$ cat src/rtl/alu_pkg.sv
// alu_pkg: op codes, FSM states and default width shared by the ALU decoder
// and the execute stage.
// Latency: n/a (types and constants only).
// Backpressure: n/a.
package alu_pkg;

  localparam int XLEN_DEF = 32;

  // 4-bit ALU control codes produced by the ALU decoder. Code 1000 doubles as
  // SUB and BEQ: the difference is the result and branch_taken is (a == b).
  typedef enum logic [3:0] {
    ALU_ADD  = 4'b0000,
    ALU_SLL  = 4'b0001,
    ALU_SLT  = 4'b0010,
    ALU_SLTU = 4'b0011,
    ALU_XOR  = 4'b0100,
    ALU_SRL  = 4'b0101,
    ALU_OR   = 4'b0110,
    ALU_AND  = 4'b0111,
    ALU_SUB  = 4'b1000,
    ALU_MUL  = 4'b1001,
    ALU_BNE  = 4'b1010,
    ALU_BLT  = 4'b1011,
    ALU_BGE  = 4'b1100,
    ALU_SRA  = 4'b1101,
    ALU_BLTU = 4'b1110,
    ALU_BGEU = 4'b1111
  } alu_ctrl_e;

  typedef enum logic [1:0] {
    ST_IDLE     = 2'd0,
    ST_MUL_BUSY = 2'd1,
    ST_HOLD     = 2'd2
  } alu_state_e;

endpackage

$ cat src/rtl/alu_mul_seq.sv
// alu_mul_seq: iterative shift-add multiplier, low XLEN bits of a*b.
// Latency: XLEN cycles after the start edge until o_done (one multiplier bit per cycle).
// Backpressure: none; o_done is a single-cycle pulse, caller must capture o_product then.
// Ports: i_clk, i_rst (async, active high), i_start (loads operands),
//        i_a / i_b operands, o_done, o_product.
// Only compiled when ALU_MUL_EN is defined.
`ifdef ALU_MUL_EN
module alu_mul_seq
  import alu_pkg::*;
#(
  parameter int XLEN = XLEN_DEF
) (
  input  logic            i_clk,
  input  logic            i_rst,
  input  logic            i_start,
  input  logic [XLEN-1:0] i_a,
  input  logic [XLEN-1:0] i_b,
  output logic            o_done,
  output logic [XLEN-1:0] o_product
);
  localparam int CW = $clog2(XLEN) + 1;

  logic [XLEN-1:0] r_acc;
  logic [XLEN-1:0] r_mcand;
  logic [XLEN-1:0] r_mplier;
  logic [CW-1:0]   r_cnt;
  logic            r_busy;
  logic            w_last;

  assign w_last    = (r_cnt == CW'(XLEN));
  assign o_done    = r_busy & w_last;
  assign o_product = r_acc;

  // Multiplicand shifts left, multiplier shifts right; bits shifted out past
  // XLEN only affect the discarded high half of the product.
  always_ff @(posedge i_clk or posedge i_rst) begin
    if (i_rst) begin
      r_acc    <= '0;
      r_mcand  <= '0;
      r_mplier <= '0;
      r_cnt    <= '0;
      r_busy   <= 1'b0;
    end else if (i_start) begin
      r_acc    <= '0;
      r_mcand  <= i_a;
      r_mplier <= i_b;
      r_cnt    <= '0;
      r_busy   <= 1'b1;
    end else if (r_busy) begin
      if (w_last) begin
        r_busy <= 1'b0;
      end else begin
        if (r_mplier[0]) begin
          r_acc <= r_acc + r_mcand;
        end
        r_mcand  <= r_mcand << 1;
        r_mplier <= r_mplier >> 1;
        r_cnt    <= r_cnt + CW'(1);
      end
    end
  end

endmodule
`endif

$ cat src/rtl/alu_exec_unit.sv
// alu_exec_unit: execute-stage ALU with registered result, zero and branch flags.
// Latency: 1 cycle for all ops; MUL takes XLEN+1 cycles when ALU_MUL_EN is defined.
// Backpressure: valid/ready; output held stable while o_out_valid & !i_out_ready,
//               i_in_ready drops while the output is stalled or a MUL is in flight.
// Ports: i_clk, i_rst (async, active high), i_in_valid/o_in_ready input handshake,
//        i_alu_control op code, i_src_a/i_src_b operands, o_out_valid/i_out_ready
//        output handshake, o_result, o_branch_taken, o_zero (o_result == 0).
// Macro ALU_MUL_EN: enables the iterative multiplier; without it code 1001
// completes in one cycle with result 0.
module alu_exec_unit
  import alu_pkg::*;
#(
  parameter int XLEN = XLEN_DEF
) (
  input  logic            i_clk,
  input  logic            i_rst,
  input  logic            i_in_valid,
  output logic            o_in_ready,
  input  logic [3:0]      i_alu_control,
  input  logic [XLEN-1:0] i_src_a,
  input  logic [XLEN-1:0] i_src_b,
  output logic            o_out_valid,
  input  logic            i_out_ready,
  output logic [XLEN-1:0] o_result,
  output logic            o_branch_taken,
  output logic            o_zero
);
  localparam int SHW = $clog2(XLEN);

  alu_state_e      r_state;
  alu_state_e      w_state_nxt;
  logic            r_out_valid;
  logic            r_branch;
  logic [XLEN-1:0] r_result;

  alu_ctrl_e       w_op;
  logic            w_in_ready;
  logic            w_accept;
  logic            w_drain;
  logic            w_mul_op;
  logic [SHW-1:0]  w_shamt;
  logic [XLEN-1:0] w_diff;
  logic            w_eq;
  logic            w_lt_s;
  logic            w_lt_u;
  logic [XLEN-1:0] w_alu_result;
  logic            w_alu_branch;

  assign w_op     = alu_ctrl_e'(i_alu_control);
  assign w_shamt  = i_src_b[SHW-1:0];
  assign w_diff   = i_src_a - i_src_b;
  assign w_eq     = (i_src_a == i_src_b);
  assign w_lt_s   = ($signed(i_src_a) < $signed(i_src_b));
  assign w_lt_u   = (i_src_a < i_src_b);
  assign w_accept = w_in_ready & i_in_valid;
  assign w_drain  = r_out_valid & i_out_ready;

`ifdef ALU_MUL_EN
  logic            w_mul_done;
  logic [XLEN-1:0] w_mul_product;

  assign w_mul_op = (w_op == ALU_MUL);

  alu_mul_seq #(.XLEN(XLEN)) u_mul (
    .i_clk     (i_clk),
    .i_rst     (i_rst),
    .i_start   (w_accept & w_mul_op),
    .i_a       (i_src_a),
    .i_b       (i_src_b),
    .o_done    (w_mul_done),
    .o_product (w_mul_product)
  );
`else
  assign w_mul_op = 1'b0;
`endif

  // Single-cycle datapath. ADD is the default arm; code 1001 lands here only
  // when the multiplier is compiled out and then yields zero.
  always_comb begin
    w_alu_result = i_src_a + i_src_b;
    w_alu_branch = 1'b0;
    case (w_op)
      ALU_SUB:  begin w_alu_result = w_diff; w_alu_branch = w_eq;    end
      ALU_AND:  w_alu_result = i_src_a & i_src_b;
      ALU_OR:   w_alu_result = i_src_a | i_src_b;
      ALU_XOR:  w_alu_result = i_src_a ^ i_src_b;
      ALU_SLL:  w_alu_result = i_src_a << w_shamt;
      ALU_SRL:  w_alu_result = i_src_a >> w_shamt;
      ALU_SRA:  w_alu_result = XLEN'($signed(i_src_a) >>> w_shamt);
      ALU_SLT:  w_alu_result = {{(XLEN-1){1'b0}}, w_lt_s};
      ALU_SLTU: w_alu_result = {{(XLEN-1){1'b0}}, w_lt_u};
      ALU_MUL:  w_alu_result = '0;
      ALU_BNE:  begin w_alu_result = w_diff; w_alu_branch = !w_eq;   end
      ALU_BLT:  begin w_alu_result = w_diff; w_alu_branch = w_lt_s;  end
      ALU_BGE:  begin w_alu_result = w_diff; w_alu_branch = !w_lt_s; end
      ALU_BLTU: begin w_alu_result = w_diff; w_alu_branch = w_lt_u;  end
      ALU_BGEU: begin w_alu_result = w_diff; w_alu_branch = !w_lt_u; end
      default:  ;
    endcase
  end

  // Control FSM: state register.
  always_ff @(posedge i_clk or posedge i_rst) begin
    if (i_rst) begin
      r_state <= ST_IDLE;
    end else begin
      r_state <= w_state_nxt;
    end
  end

  // Control FSM: next state and input-side ready.
  always_comb begin
    w_state_nxt = r_state;
    w_in_ready  = 1'b0;
    case (r_state)
      ST_IDLE: begin
        w_in_ready = !r_out_valid || i_out_ready;
        if (w_in_ready && i_in_valid && w_mul_op) begin
          w_state_nxt = ST_MUL_BUSY;
        end
      end
`ifdef ALU_MUL_EN
      ST_MUL_BUSY: begin
        if (w_mul_done) begin
          w_state_nxt = ST_HOLD;
        end
      end
`endif
      ST_HOLD: begin
        if (w_drain) begin
          w_state_nxt = ST_IDLE;
        end
      end
      default: w_state_nxt = ST_IDLE;
    endcase
  end

  // Output register. A new result may be loaded in the same cycle the old one
  // drains, which keeps out_valid high for back-to-back single-cycle ops.
  always_ff @(posedge i_clk or posedge i_rst) begin
    if (i_rst) begin
      r_result    <= '0;
      r_branch    <= 1'b0;
      r_out_valid <= 1'b0;
    end else if (w_accept && !w_mul_op) begin
      r_result    <= w_alu_result;
      r_branch    <= w_alu_branch;
      r_out_valid <= 1'b1;
    end
`ifdef ALU_MUL_EN
    else if ((r_state == ST_MUL_BUSY) && w_mul_done) begin
      r_result    <= w_mul_product;
      r_branch    <= 1'b0;
      r_out_valid <= 1'b1;
    end
`endif
    else if (w_drain) begin
      r_out_valid <= 1'b0;
    end
  end

  assign o_in_ready     = w_in_ready;
  assign o_out_valid    = r_out_valid;
  assign o_result       = r_result;
  assign o_branch_taken = r_branch;
  assign o_zero         = (r_result == '0);

endmodule

$ cat config.mk
export PLATFORM = sky130hd
export DESIGN_NAME = alu_exec_unit
export DESIGN_NICKNAME = d
export VERILOG_FILES = /design/src/rtl/alu_pkg.sv /design/src/rtl/alu_mul_seq.sv /design/src/rtl/alu_exec_unit.sv
export SDC_FILE = /design/constraint.sdc
export NUM_CORES = 1
export LEC_CHECK = 0
export CAP_MARGIN = 0
export CORE_ASPECT_RATIO = 0.7
export CORE_MARGIN = 8
export CORE_UTILIZATION = 61
export CTS_BUF_LIST = sky130_fd_sc_hd__clkbuf_2
export DETAILED_ROUTE_END_ITERATION = 10
export GPL_TIMING_DRIVEN = 0
export PLACE_DENSITY_LB_ADDON = 0.2
export SLEW_MARGIN = 5
export SYNTH_ARGS = -nofsm -noshare
export SYNTH_HDL_FRONTEND = slang
export SYNTH_SLANG_ARGS = --single-unit
$ cat constraint.sdc
create_clock -name i_clk -period 2.4 [get_ports i_clk]
set_input_delay 0.48 -clock i_clk [delete_from_list [all_inputs] [get_ports i_clk]]
set_output_delay 0.48 -clock i_clk [all_outputs]
set_load 0.01 [all_outputs]
==> summary.txt, run 1 <==
CTS
  – # H-tree levels: 2
  – Root Buffer: clkbuf_2
  – CTS Buffer Depth: 2
  – Hold buffers post-CTS: 0
  – Inserted Clock Buffers: 5
  – Clk sink count: 34

Synth
  – Post-synth ARST share: 1.00
  – Mapped Nets: around 1500
  – Dominant cell type by area after synthesis: ha_1
  – Area contributors post-synth: ha_1 12%, mux4_2 12%, dfrtp_1 8.4%
  – Top-area cell type share of the netlist area: 0.120
  – Synth top cells by count: 152 x nor2_1, 120 x a21oi_1, 110 x nand2_1, 110 x o21ai_0, 104 x inv_1
  – Sequential area share after synthesis: 0.0841
  – Synth Instances: roughly 1400
  – Most numerous cell in the Yosys netlist: nor2_1
  – Yosys warns: 0
  – Post-synth cell types: 87
  – Post-Syn Area: approximately 0.01 mm2
  – Main synth FF type: dfrtp_1
  – Post-synth EDFFs: 0
  – Yosys reg bits: 34
  – Syn_area_per_cell: 7.44 um2

Run status
  – Outcome: aborted with a tool error
  – Fail Step: 5_1_grt
  – Log Error: [ERROR GRT-0232] Routing congestion too high. Check the congestion heatmap in the GUI.

Placement
  – GPL Wtd Cong: 1.21
  – Final HPWL DP: 39100 um
  – DP Worst Slack: -2.29 ns
  – I/O Buffers: 106
  – Placed cells: 1691

Global routing
  – GR Overflow Total: 9
  – Initial antenna violation count: 5
  – GRT Total Usage: 0.782
  – Pin count of the biggest net entering global routing: 35

Timing
  – Worst endpoint type: register data pin
  – GR repair worst EP: o_result[24]$_DFFE_PP0P_/D

Die
  – Placement Rows: 39
  – # IOs: 108
  – Die Span X: 170 um
  – Die H: 124 um
  – Starting Density: 0.621
[metal layers]
metal,GRT overflow,global-route usage
met1,0,0.787
met2,3,0.865
met3,1,0.738
met4,5,0.720
met5,0,0.531
[stage by stage]
| stage | hold slack [ns] | instance area, um2 | util |
|---|---|---|---|
| after floorplan | 0.530 | 10400 | - |
| after CTS | 0.511 | 13800 | 0.846 |
| after global placement | 0.499 | 11700 | 0.719 |
| after detailed placement | 0.509 | 11700 | 0.719 |
[cell families after synthesis]
kind of cell / Yosys count / share of synthesized area
compound gates: 463 / 0.299
simple gates: 413 / 0.189
buf+inv: 208 / 0.0945
mux: 126 / 0.195
fa+ha+maj: 99 / 0.124
flops: 34 / 0.0841
xor+xnor: 17 / 0.0147
[timing repair]
| item | CTS |
|---|---|
| buffers inserted | 95 |
| cloned | 0 |
| resized for setup | 464 |
| pin swaps | 93 |
| endpoints found under the setup margin | 34 |
==> inputs of run 2 (changes only) <==
Settings changed: CORE_ASPECT_RATIO 0.7 to not set, CORE_UTILIZATION 61 to 40, CTS_BUF_LIST sky130_fd_sc_hd__clkbuf_2 to not set, PLACE_DENSITY_LB_ADDON 0.2 to 0.15.
==> run 2 against run 1 <==
Compared with the run above: the flow now finishes, with violations (negative setup slack); area after synthesis unchanged; synthesized cell count unchanged.
==> summary.txt, run 2 <==
Run status
  – Outcome: finished, violations left
  – Violated checks: negative setup slack

Synth
  – Largest family of logic cells by synthesized area: compound AO/OA/AOI/OAI gates
  – Post-synth EDFFs: 0
  – Yosys reg bits: 34
  – Multiplexer share of the synthesized area: 0.195
  – Most numerous cell in the Yosys netlist: nor2_1
  – Xor/xnor cell area share of the yosys netlist: 0.0147
  – Dominant cell type by area after synthesis: ha_1
  – Area contributors post-synth: ha_1 12%, mux4_2 12%, dfrtp_1 8.4%
  – Top-area cell type share of the netlist area: 0.120
  – Post-Syn Area: 0.0101 mm2
  – Adder-cell share of the synthesized area: 0.124
  – Synth Instances: 1360
  – Simple-gate share of the synthesized area: 0.189
  – Yosys warns: 0
  – Main synth FF type: dfrtp_1
  – Sequential area share after synthesis: 0.0841
  – Compound-Gate Fraction of Synth Area: 0.299
  – Mapped Nets: 1531
  – Synth top cells by count: 152 x nor2_1, 120 x a21oi_1, 110 x nand2_1, 110 x o21ai_0, 104 x inv_1
  – Post-synth ARST share: 1.00
  – Post-synth cell types: 87
  – Syn_area_per_cell: 7.44 um2

Die
  – Die Span X: 175 um
  – Placement Rows: 58
  – Starting Density: 0.404
  – # IOs: approximately 110
  – Core area: 0.0250 mm2
  – Die H: 175 um
  – Die area: 0.0306 mm2

Timing
  – RSZ-0062 raised after global routing: true
  – Setup tns final: -19.52 ns
  – Final max-slew violation count: 0
  – Worst setup margin: -0.882 ns
  – Min Hold Slack: between 0.5 and 0.6 ns
  – Max frequency: 305 MHz
  – Final Critical Period: 3.28 ns
  – Slew margin rel.: 0.458
  – Final setup fails: 33
  – Layout Skew: 0.0161 ns
  – Final worst-path cycle share: 1.37
  – Hold Vio Cnt, Final: 0
  – Worst-Margin Slew: 0.812 ns

Setup path
  – Cell count of the worst reg-to-reg path: 9
  – Worst R2R Setup Slack: -0.26 ns
  – Crit Path Class: input port to register
  – Critical path peak fanout: 3
  – Critical-path top delay cell: a2111oi_4
  – Worst setup SP type: input port
  – Crit path DAT: 3.47 ns
  – Crit path capture type: register
  – CP cell instances: buf_8, clkbuf_16, inv_12, buf_12, buf_12, buf_12, ha_4, nor2b_4, o21ai_4, buf_6, buf_6, a2111oi_4, buf_4, o21bai_4, a211oi_2, buf_4, o21ai_2, mux2i_2, nand4_1, o22a_1
  – Crit path from: i_src_b[2]
  – CP required: roughly 2.6 ns
  – RR Startpoint: o_out_valid
  – WP buf/inv: 10
  – Crit path depth: 20
  – CP most frequent cell: buf_12
  – Crit path capture: o_result[30]
  – RR Endpoint: o_result[29]
  – Largest stage delay, worst path: 0.27 ns
  – CP top delay family: buffers and inverters

Worst hold path
  – Hold Crit Depth: 2
  – Hold Crit Class: register to register

Power
  – Int Power: 2.86 mW
  – P_sw: 2.65 mW
  – Comb power frac: 0.710
  – PD cells: 369 mW/mm2
  – Leakage: 6.09 nW
  – Switching part of the total power: 0.481
  – Share of power burned in registers: 0.149
  – IR drop worst, VDD: 0.000287 V
  – Clock share of power: 0.141

CTS
  – Root Buffer: clkbuf_16
  – # H-tree levels: 2
  – TritonCTS clock tree: built
  – Skew-Pair Late Insertion Delay: approximately 0.30 ns
  – CTS Buffer Depth: 2
  – Clock-pin slew on the worst setup and hold paths: 0.07 ns
  – Inserted Clock Buffers: 5
  – Clk sink count: 34

Drt
  – Routed wire per std cell: 29.6 um
  – Residual DRC: 0
  – Post-DR vias/cell: 6.65
  – DRT Pass-1 Iters: 5
  – Antenna Nets Post-Route: 0
  – DRT iter0 DRCs: between 1500 and 2000
  – Total number of vias: 12900
  – Post-Route WL: 57200 um

Placement
  – I/O Buffers: 106
  – Final HPWL DP: 43500 um
  – GPL Wtd Cong: roughly 1

Global routing
  – Initial antenna violation count: 0
  – Vias in the first global route: between 10000 and 15000
  – GRT Total Usage: 0.360
  – Pin count of the biggest net entering global routing: 35
  – GR Overflow Total: 0
  – Global-route wire length before repair: 83800 um

Cells and area
  – Max reg flops: 32
  – Area grow syn2layout: 47.6%
  – Fillcell total: 2313
  – Antenna Cells: 0
  – Most common cell after layout, fill and taps aside: nor2_1
  – Flip-flop and latch area: 852 um2
  – Commonest cells after routing, fill and taps aside: 135 x nor2_1, 126 x buf_4, 99 x nand2_1
  – Fraction of layout cells with a size suffix above 1: 0.349
  – Nets: 1773
  – Area occupied by multi-input gates: 0.00995 mm2

Flow run
  – Max-cap violations: 0
## run 2: worst min path at each step
stage / from / endpoint / slack, ns
5_1_grt: o_result[19] / o_result[19] / 0.55
3_5_place_dp: o_result[15] / o_result[15] / 0.49
6_report: o_result[19] / o_result[19] / 0.52
2_1_floorplan: o_result[15] / o_result[15] / 0.53
4_1_cts: o_result[2] / o_result[2] / 0.51
3_3_place_gp: o_result[2] / o_result[2] / 0.49
## run 2: cell families (layout without fill, tap and decap cells)
| kind of cell | after synthesis | in the layout |
|---|---|---|
| buf+inv | 208 | 451 |
| flops | 34 | 34 |
| mux | 126 | 126 |
| xor+xnor | 17 | 17 |
| simple gates | 413 | 413 |
| fa+ha+maj | 99 | 99 |
| compound gates | 463 | 463 |
## run 2: per-layer routing
metal / global-route usage / vias up / part of all wire
met1: 0.457 / 6242 / 0.39
met3: 0.0717 / 186 / 0.10
met5: 0 / - / 0
met4: 0.187 / 0 / 0.059
met2: 0.571 / 860 / 0.45
li1: - / 5568 / -
## run 2: timing repair
item | 4_1_cts | 5_1_grt
setup endpoints to repair | 34 | 34
resized for setup | 522 | 100
setup buffers | 111 | 25
cloned | 2 | 0
hold buffers | 0 | 0
pin swaps | 122 | 78
## run 2: power groups by stage
| stage | sequential [mW] | clock (mW) | combinational (mW) |
|---|---|---|---|
| 2_1_floorplan | 0.829 | 0 | 1.72 |
| 3_3_place_gp | 0.805 | 0 | 2.96 |
| 3_5_place_dp | 0.812 | 0 | 2.95 |
| 4_1_cts | 0.817 | 0.766 | 3.62 |
| 5_1_grt | 0.838 | 0.782 | 4.10 |
| 6_report | 0.822 | 0.779 | 3.91 |
## run 2: final cells by class
cell class / instances / share of cell area
Multi-Input combinational cell: 1118 / 0.666
Timing Repair Buffer: 242 / 0.149
Buffer: 96 / 0.0601
Sequential cell: 34 / 0.0570
Inverter: 105 / 0.0287
Tap cell: 330 / 0.0276
Clock buffer: 8 / 0.0111
## run 2: metrics by stage
| step | setup WS, ns | util | power (mW) | instance area [um2] | instances |
|---|---|---|---|---|---|
| 2_1_floorplan | -0.795 | - | 2.55 | 10400 | 1360 |
| 3_3_place_gp | -2.67 | 0.473 | 3.76 | 11800 | 1796 |
| 3_5_place_dp | -2.66 | 0.474 | 3.77 | 11900 | 1797 |
| 4_1_cts | -0.842 | 0.577 | 5.21 | 14400 | 1910 |
| 5_1_grt | -0.987 | 0.597 | 5.72 | 14900 | 1933 |
| 6_report | -0.882 | 0.597 | 5.51 | 14900 | 1933 |
## run 2: worst register-to-register path: stages, from the launching register on
cell and delay (ns):
dfrtp_1 0.38, nand2b_1 0.15, nand2_1 0.41, a21oi_2 0.42, clkbuf_2 0.27, o21ai_0 0.14
a311oi_2 0.43, o21ai_1 0.13, o21ai_1 0.10, o311ai_1 0.11
Note: power is estimated with default switching activity, not from simulation.
